`config.mk`:
```
export PLATFORM = sky130hd
export DESIGN_NAME = i2s_tx_serializer
export DESIGN_NICKNAME = d
export VERILOG_FILES = /design/src/rtl/i2s_tx_serializer.sv
export SDC_FILE = /design/constraint.sdc
export NUM_CORES = 1
export LEC_CHECK = 0
export ABC_AREA = 1
export CORE_MARGIN = 2
export CORE_UTILIZATION = 40
export DETAILED_ROUTE_END_ITERATION = 10
export GPL_TIMING_DRIVEN = 1
export SLEW_MARGIN = 20
export SYNTH_ARGS = -nofsm -noshare
export SYNTH_HDL_FRONTEND = slang
export SYNTH_SLANG_ARGS = --single-unit
```
`constraint.sdc`:
```
create_clock -name sys_clk -period 1.6 [get_ports sys_clk]
set_input_delay 0.48 -clock sys_clk [delete_from_list [all_inputs] [get_ports sys_clk]]
set_output_delay 0.48 -clock sys_clk [all_outputs]
set_load 0.1 [all_outputs]
```
`src/rtl/i2s_tx_serializer.sv`:
```
// I2S master transmitter: divides sys_clk into bclk/lrclk and shifts one stereo
// pair per frame out MSB-first, one bclk after each word-select edge.
module i2s_tx_serializer #(
    parameter int DATA_WIDTH = 24,
    parameter int SLOT_WIDTH = 32,
    parameter int BCLK_DIV   = 4
) (
    input  logic                  sys_clk,
    input  logic                  sys_rst_n,
    input  logic                  tx_en,
    input  logic                  in_valid,
    output logic                  in_ready,
    input  logic [DATA_WIDTH-1:0] in_left,
    input  logic [DATA_WIDTH-1:0] in_right,
    output logic                  i2s_bclk,
    output logic                  i2s_lrclk,
    output logic                  i2s_data,
    output logic                  frame_start,
    output logic                  underrun
);

    localparam int DIV_W = (BCLK_DIV > 1) ? $clog2(BCLK_DIV) : 1;
    localparam int BIT_W = (SLOT_WIDTH > 1) ? $clog2(SLOT_WIDTH) : 1;

    localparam logic [DIV_W-1:0] DIV_LAST      = DIV_W'(BCLK_DIV - 1);
    localparam logic [BIT_W-1:0] BIT_LAST      = BIT_W'(SLOT_WIDTH - 1);
    localparam logic [BIT_W-1:0] BIT_DATA_LAST = BIT_W'(DATA_WIDTH);

    typedef enum logic {
        SLOT_LEFT  = 1'b0,
        SLOT_RIGHT = 1'b1
    } slot_e;

    logic [DIV_W-1:0]      div_q, div_d;
    logic                  bclk_q, bclk_d;
    logic                  lrclk_q, lrclk_d;
    logic                  data_q, data_d;
    slot_e                 slot_q, slot_d;
    logic [BIT_W-1:0]      bit_q, bit_d;
    logic                  frame_start_q, frame_start_d;
    logic                  underrun_q, underrun_d;
    logic                  hold_full_q, hold_full_d;
    logic [DATA_WIDTH-1:0] hold_left_q, hold_left_d;
    logic [DATA_WIDTH-1:0] hold_right_q, hold_right_d;
    logic [DATA_WIDTH-1:0] shift_left_q, shift_left_d;
    logic [DATA_WIDTH-1:0] shift_right_q, shift_right_d;

    logic fall;
    logic frame_load;
    logic accept;
    logic in_data_bits;

    always_comb begin
        fall         = tx_en && bclk_q && (div_q == DIV_LAST);
        frame_load   = fall && (slot_q == SLOT_LEFT) && (bit_q == '0);
        accept       = in_valid && !hold_full_q;
        in_data_bits = (bit_q != '0) && (bit_q <= BIT_DATA_LAST);
    end

    // Bit-clock generation and serialization; everything idles while tx_en is low.
    always_comb begin
        div_d         = div_q;
        bclk_d        = bclk_q;
        lrclk_d       = lrclk_q;
        data_d        = data_q;
        slot_d        = slot_q;
        bit_d         = bit_q;
        shift_left_d  = shift_left_q;
        shift_right_d = shift_right_q;

        if (!tx_en) begin
            div_d         = '0;
            bclk_d        = 1'b0;
            lrclk_d       = 1'b1;
            data_d        = 1'b0;
            slot_d        = SLOT_LEFT;
            bit_d         = '0;
            shift_left_d  = '0;
            shift_right_d = '0;
        end else begin
            if (div_q == DIV_LAST) begin
                div_d  = '0;
                bclk_d = !bclk_q;
            end else begin
                div_d = div_q + DIV_W'(1);
            end

            if (fall) begin
                lrclk_d = (slot_q == SLOT_RIGHT);
                data_d  = 1'b0;
                if (bit_q == BIT_LAST) begin
                    bit_d  = '0;
                    slot_d = (slot_q == SLOT_LEFT) ? SLOT_RIGHT : SLOT_LEFT;
                end else begin
                    bit_d = bit_q + BIT_W'(1);
                end

                // Slot bit 0 is the WS-delay bit; bits past DATA_WIDTH pad with zeros.
                if (in_data_bits) begin
                    if (slot_q == SLOT_LEFT) begin
                        data_d       = shift_left_q[DATA_WIDTH-1];
                        shift_left_d = shift_left_q << 1;
                    end else begin
                        data_d        = shift_right_q[DATA_WIDTH-1];
                        shift_right_d = shift_right_q << 1;
                    end
                end
            end

            if (frame_load) begin
                if (hold_full_q) begin
                    shift_left_d  = hold_left_q;
                    shift_right_d = hold_right_q;
                end else begin
                    shift_left_d  = '0;
                    shift_right_d = '0;
                end
            end
        end
    end

    // Holding register: a pair arriving on the load edge itself waits for the next frame.
    always_comb begin
        hold_full_d   = hold_full_q;
        hold_left_d   = hold_left_q;
        hold_right_d  = hold_right_q;
        frame_start_d = frame_load;
        underrun_d    = frame_load && !hold_full_q;

        if (frame_load && hold_full_q) begin
            hold_full_d = 1'b0;
        end
        if (accept) begin
            hold_full_d  = 1'b1;
            hold_left_d  = in_left;
            hold_right_d = in_right;
        end
    end

    always_ff @(posedge sys_clk or negedge sys_rst_n) begin
        if (!sys_rst_n) begin
            div_q         <= '0;
            bclk_q        <= 1'b0;
            lrclk_q       <= 1'b1;
            data_q        <= 1'b0;
            slot_q        <= SLOT_LEFT;
            bit_q         <= '0;
            frame_start_q <= 1'b0;
            underrun_q    <= 1'b0;
            hold_full_q   <= 1'b0;
            hold_left_q   <= '0;
            hold_right_q  <= '0;
            shift_left_q  <= '0;
            shift_right_q <= '0;
        end else begin
            div_q         <= div_d;
            bclk_q        <= bclk_d;
            lrclk_q       <= lrclk_d;
            data_q        <= data_d;
            slot_q        <= slot_d;
            bit_q         <= bit_d;
            frame_start_q <= frame_start_d;
            underrun_q    <= underrun_d;
            hold_full_q   <= hold_full_d;
            hold_left_q   <= hold_left_d;
            hold_right_q  <= hold_right_d;
            shift_left_q  <= shift_left_d;
            shift_right_q <= shift_right_d;
        end
    end

    assign in_ready    = !hold_full_q;
    assign i2s_bclk    = bclk_q;
    assign i2s_lrclk   = lrclk_q;
    assign i2s_data    = data_q;
    assign frame_start = frame_start_q;
    assign underrun    = underrun_q;

endmodule

```
==> results of run 1 <==
-- flip-flops by register name, summed over array words and instances (netlist names), 2 cells and up --
register / count
shift_left_q: 24
div_q: 2
hold_left_q: 24
hold_right_q: 24
shift_right_q: 24
bit_q: 5
-- power groups by stage --
stage	Sequential, mW	Clock [mW]	Combinational (mW)
final	3.69	2.26	1.58
after global routing	3.77	2.46	1.83
after CTS	3.69	2.36	1.59
after detailed placement	3.74	0	1.58
after global placement	3.72	0	1.57
after floorplan	3.64	0	1.08
-- routing by layer --
layer / vias up / wire length [um] / GRT usage
li1: 2234 / - / -
met1: 2033 / 5780 / 0.238
met2: 90 / 5460 / 0.281
met3: 11 / 511 / 0.0541
met4: 0 / 127 / 0.0459
met5: - / 0 / 0
-- stage by stage --
step	setup WS [ps]	util	std cells
floorplan	-19.0	-	672
global placement	-353	0.493	897
detailed placement	-359	0.493	897
CTS	10.9	0.517	913
global route	-47.2	0.531	917
finish	39.0	0.531	917
-- layout make-up --
cell class                      count  share of cell area
Multi-Input combinational cell    502               0.333
Sequential cell                   110               0.410
Clock inverter                      7              0.0110
Tap cell                          172              0.0320
Inverter                           19              0.0112
Clock buffer                        9              0.0335
Timing Repair Buffer               98               0.169
-- path summary, 6_finish.rpt --
kind                                 start           endpoint  slack, ps  depth (start not counted)
setup / recovery                 i2s_lrclk          i2s_lrclk         40                          1
hold / removal                   sys_rst_n           bit_q[1]          6                          1
setup reg to reg                  div_q[0]  shift_right_q[10]         40                          8
hold reg to reg            hold_right_q[0]    hold_right_q[0]        480                          2
max in group asynchronous        sys_rst_n        hold_full_q       1020                          2
min in group sys_clk       hold_right_q[0]    hold_right_q[0]        480                          2
-- cells in the final DEF, fill, tap and decap left out, drive strengths merged --
master / instances
nand2: 375
dfrtp: 109
nand3: 51
clkdlybuf4s50: 49
buf: 45
o21ai: 30
nand3b: 23
inv: 19
clkbuf: 12
nor2: 11
ha: 4
clkinv: 4
nor3: 3
clkinvlp: 2
a21oi: 2
nand4: 1
xor2: 1
o22ai: 1
bufinv: 1
dfstp: 1
dlymetal6s2s: 1
-- cell families after synthesis --
| kind of cell | share of synthesized area |
|---|---|
| DFF | 0.528 |
| adders and majority gates | 0.00960 |
| xor gates and xnor gates | 0.00168 |
| AOI/OAI and AO/OA | 0.0319 |
| and+or+nand+nor | 0.371 |
| buffers and inverters | 0.0581 |
-- timing repair --
item	4_1_cts	5_1_grt
setup buffers	0	1
endpoints found under the hold margin	0	0
pin swaps	0	13
resized for setup	2	25
endpoints found under the setup margin	2	48
cloned	0	3
==> results.txt, run 1 <==
status -> finished, final reports clean
PwrDens -> 1120 nW/um^2
H-tree levels -> 3
DRC -> 0
Antenna diodes -> 0
Setup crit end kind -> output pin
worst min path class -> in -> async
critical path class -> reg -> out
CP top delay family -> flip-flops
Clock Latency Late Sink -> 360 ps
Cell variety after synth -> 24
period utilization -> 0.976
Setup Skew -> 6.90 ps
Initial Util -> 0.412
DR pass1 iterations -> 5
CP max stage delay -> 550 ps
GP Congestion -> 0.808
Leak -> 3.52 nW
Crit Path Max Fanout -> 2
CTS root buf -> clkbuf_16
post-layout power -> 7.53 mW
hpwl dp -> 7.52 mm
Final #Nets -> 796
share of cells above drive strength 1 -> 0.129
EDFF count, synth -> 0
post-synth top area cell -> dfrtp_1
Hold-fix buffers, CTS -> 0
Max Buffers Root-to-Sink -> 2
Flop pwr share -> 0.489
WL/cell -> 13.0 um
synthesized area -> 5220 um^2
IO Count -> 58
via count -> 4,368
die height -> 118 um
top cells by count, synth -> nand2_1, dfrtp_1, nand3_1
final WL -> 11.9 mm
Multi-input gate area -> 2240 um^2
Syn Nets -> 728
port bufs -> 57
Final Max Tran Viols -> 0
flops & latches, synth -> 110
Initial DRC Count -> 368
FP Rows -> 41
Gate power share -> 0.210
Syn. warnings -> 0
clock sink count -> 110
CTS buffer count -> 9
first-pass GRT wire length -> 20.4 mm
largest net degree at the start of global routing -> 50
Vias/cell -> 4.76
max_cap viols -> 0
Critical Path RT -> 1120 ps
initial antenna violation count -> 0
Die Wd -> 118 um
GRT Util Overall -> 0.178
area delta synth->final -> 28.9%
total gr overflow -> 0
switching part of the total -> 0.296
Final setup viols -> 0
Critical-path top delay cell -> dfstp_2
Slew @ Worst Pin -> 307 ps
max_slew headroom -> 0.795
startpoint types -> flip-flop
min Tclk post-route -> 1560 ps
Critical Path AT -> 1080 ps
ys flop type -> dfrtp_1
endpoints failing hold -> 0
CTS tree -> done
fmax -> 641 MHz
CP cell instances -> buf_12
Critical path buffers and inverters -> 1
RSZ-0062 raised after global routing -> yes
ys async rst share -> 1.00
sequential element share of the synthesized area -> 0.528
VDD IR max -> 0.000574 V
Final Instance Area -> 6720 um^2
setup_tns -> 0 ps
Synth area leaders -> dfrtp_1, nand2_1, nand3_1
top-count cell post-synth -> nand2_1
vias in the first global route -> 4,368
Syn Inst Count -> 672
Filler cells -> 1,258
area post-placement -> 6250 um^2
Syn Area/Cell -> 7.76 um^2
power share of the clock group -> 0.301
die area -> 14,000 um^2
Min Hold Slack -> 6.47 ps
top cell type's share of synthesized area -> 0.523
Net Sw Power -> 2.23 mW
Clock transition at path regs -> 70 ps
Post-DRT Antenna Nets -> 0
cell internal pwr -> 5.30 mW
sequential cell area -> 2760 um^2
core area -> 12,700 um^2
Note: power is estimated with default switching activity, not from simulation.
==> inputs of run 2 (changes only) <==
MAX_ROUTING_LAYER = met4   (was default)
==> run 2 against run 1 <==
Critical path depth unchanged. Register-to-register slack about the same. Clock skew increased by 2.6 ps. Routed wire length increased by 1.1%. Count of clock-buffer cells in the layout increased by 3. Clock power about the same. Sequential cell count unchanged. Sequential power about the same. Cell area about the same. Critical path type unchanged. Critical endpoint unchanged. Largest cell class unchanged. Highest routed layer unchanged.
==> results.txt, run 2 (same netlist as run 1, synthesis figures left out) <==
Critical Path AT -> 1080 ps
Initial DRC Count -> 298
area delta synth->final -> 29.0%
startpoint types -> flip-flop
most common cell after layout, fill and taps aside -> nand2_1
first-pass GRT wire length -> 20.5 mm
R2R depth -> 11
Multi-input gate area -> 2210 um^2
Final Instance Area -> 6730 um^2
largest net degree at the start of global routing -> 35
Critical-path top delay cell -> dfstp_2
cell internal pwr -> 5.36 mW
total gr overflow -> 0
core area -> 12,700 um^2
Clock transition at path regs -> 70 ps
highest routed metal layer -> met4
FP Rows -> 41
IO Count -> 58
GRT Util Overall -> 0.185
PwrDens -> 1120 nW/um^2
Final Max Tran Viols -> 0
Final #Nets -> 796
switching part of the total -> 0.291
min Tclk post-route -> 1560 ps
area post-placement -> 6290 um^2
CTS root buf -> clkbuf_16
critical path class -> reg -> out
met3 wire len -> 414 um
period utilization -> 0.975
worst min path class -> in -> async
power share of the clock group -> 0.303
status -> finished, final reports clean
Net Sw Power -> 2.20 mW
max_cap viols -> 0
vias in the first global route -> 4,446
Die Wd -> 118 um
initial antenna violation count -> 0
Flop pwr share -> 0.489
Post-DRT Antenna Nets -> 0
setup_tns -> 0 ps
Min Hold Slack -> 34.7 ps
via count -> 4,406
GP Congestion -> 0.811
CP cell instances -> buf_12
Critical Path RT -> 1120 ps
Post-CTS Setup Bufs -> 0
CP max stage delay -> 560 ps
Setup Skew -> 9.54 ps
DR pass1 iterations -> 4
Setup crit end kind -> output pin
sequential cell area -> 2760 um^2
Critical path buffers and inverters -> 1
Max Buffers Root-to-Sink -> 2
CTS tree -> done
Clock Latency Late Sink -> 360 ps
WL/cell -> 13.1 um
CP top delay family -> flip-flops
endpoints failing hold -> 0
Initial Util -> 0.412
RSZ-0062 raised after global routing -> yes
Filler cells -> 1,208
port bufs -> 57
fmax -> 641 MHz
CTS buffer count -> 9
commonest non-fill, non-tap cells in the layout -> nand2_1, dfrtp_1, nand3_1, clkdlybuf4s50_1, nand3b_1
met1 WL -> 5.86 mm
share of cells above drive strength 1 -> 0.119
max_slew headroom -> 0.745
metal2 WL -> 5.65 mm
Vias/cell -> 4.80
clock sink count -> 110
Antenna diodes -> 0
Crit Path Max Fanout -> 2
FF-to-FF End -> shift_left_q[17]
die area -> 14,000 um^2
Leak -> 3.52 nW
final WL -> 12.0 mm
die height -> 118 um
worst r2r src -> bit_q[1]
Gate power share -> 0.208
hpwl dp -> 7.72 mm
Final setup viols -> 0
Slew @ Worst Pin -> 382 ps
DRC -> 0
Reg2Reg Setup Slack -> 40 ps
H-tree levels -> 3
VDD IR max -> 0.000696 V
run 2: timing repair:
| action | in CTS | in global routing |
|---|---|---|
| setup endpoints to repair | 10 | 49 |
| cloned | 0 | 3 |
| hold buffers | 0 | 0 |
| pin swaps | 0 | 8 |
| resized for setup | 3 | 16 |
run 2: layout make-up:
type	instances	share of cell area
Tap cell	172	0.0320
Multi-Input combinational cell	502	0.328
Sequential cell	110	0.410
Clock inverter	4	0.00819
Timing Repair Buffer	98	0.174
Clock buffer	12	0.0367
Inverter	19	0.0112
run 2: per-stage QoR:
stage	util	instances	power, mW	setup WS [ps]
after global placement	0.496	898	5.29	-340
after floorplan	-	672	4.72	-19.0
after CTS	0.521	914	7.68	-6.34
after global routing	0.531	917	8.07	-51.7
after detailed placement	0.496	898	5.33	-387
final	0.531	917	7.56	39.7
run 2: metal layers:
metal,vias to the layer above,GRT usage
met5,-,-
met4,0,0.0535
met3,6,0.0458
met2,82,0.292
met1,2086,0.236
li1,2232,-
run 2: power by group through the flow:
stage          Sequential [mW]  Combinational [mW]  Clock, mW
3_5_place_dp              3.74                1.59          0
5_1_grt                   3.77                1.81       2.49
3_3_place_gp              3.72                1.57          0
2_1_floorplan             3.64                1.08          0
4_1_cts                   3.70                1.60       2.38
6_report                  3.70                1.57       2.29
run 2: how the worst max path moves through the flow:
stage | startpoint | to | slack (ps) | depth (start not counted)
after floorplan | hold_full_q | hold_left_q[10] | -20 | 8
after global placement | tx_en | shift_left_q[23] | -340 | 10
after detailed placement | tx_en | shift_left_q[17] | -390 | 10
after CTS | tx_en | shift_right_q[19] | -6 | 8
after global routing | bit_q[0] | slot_q | -50 | 8
final | i2s_lrclk | i2s_lrclk | 40 | 1
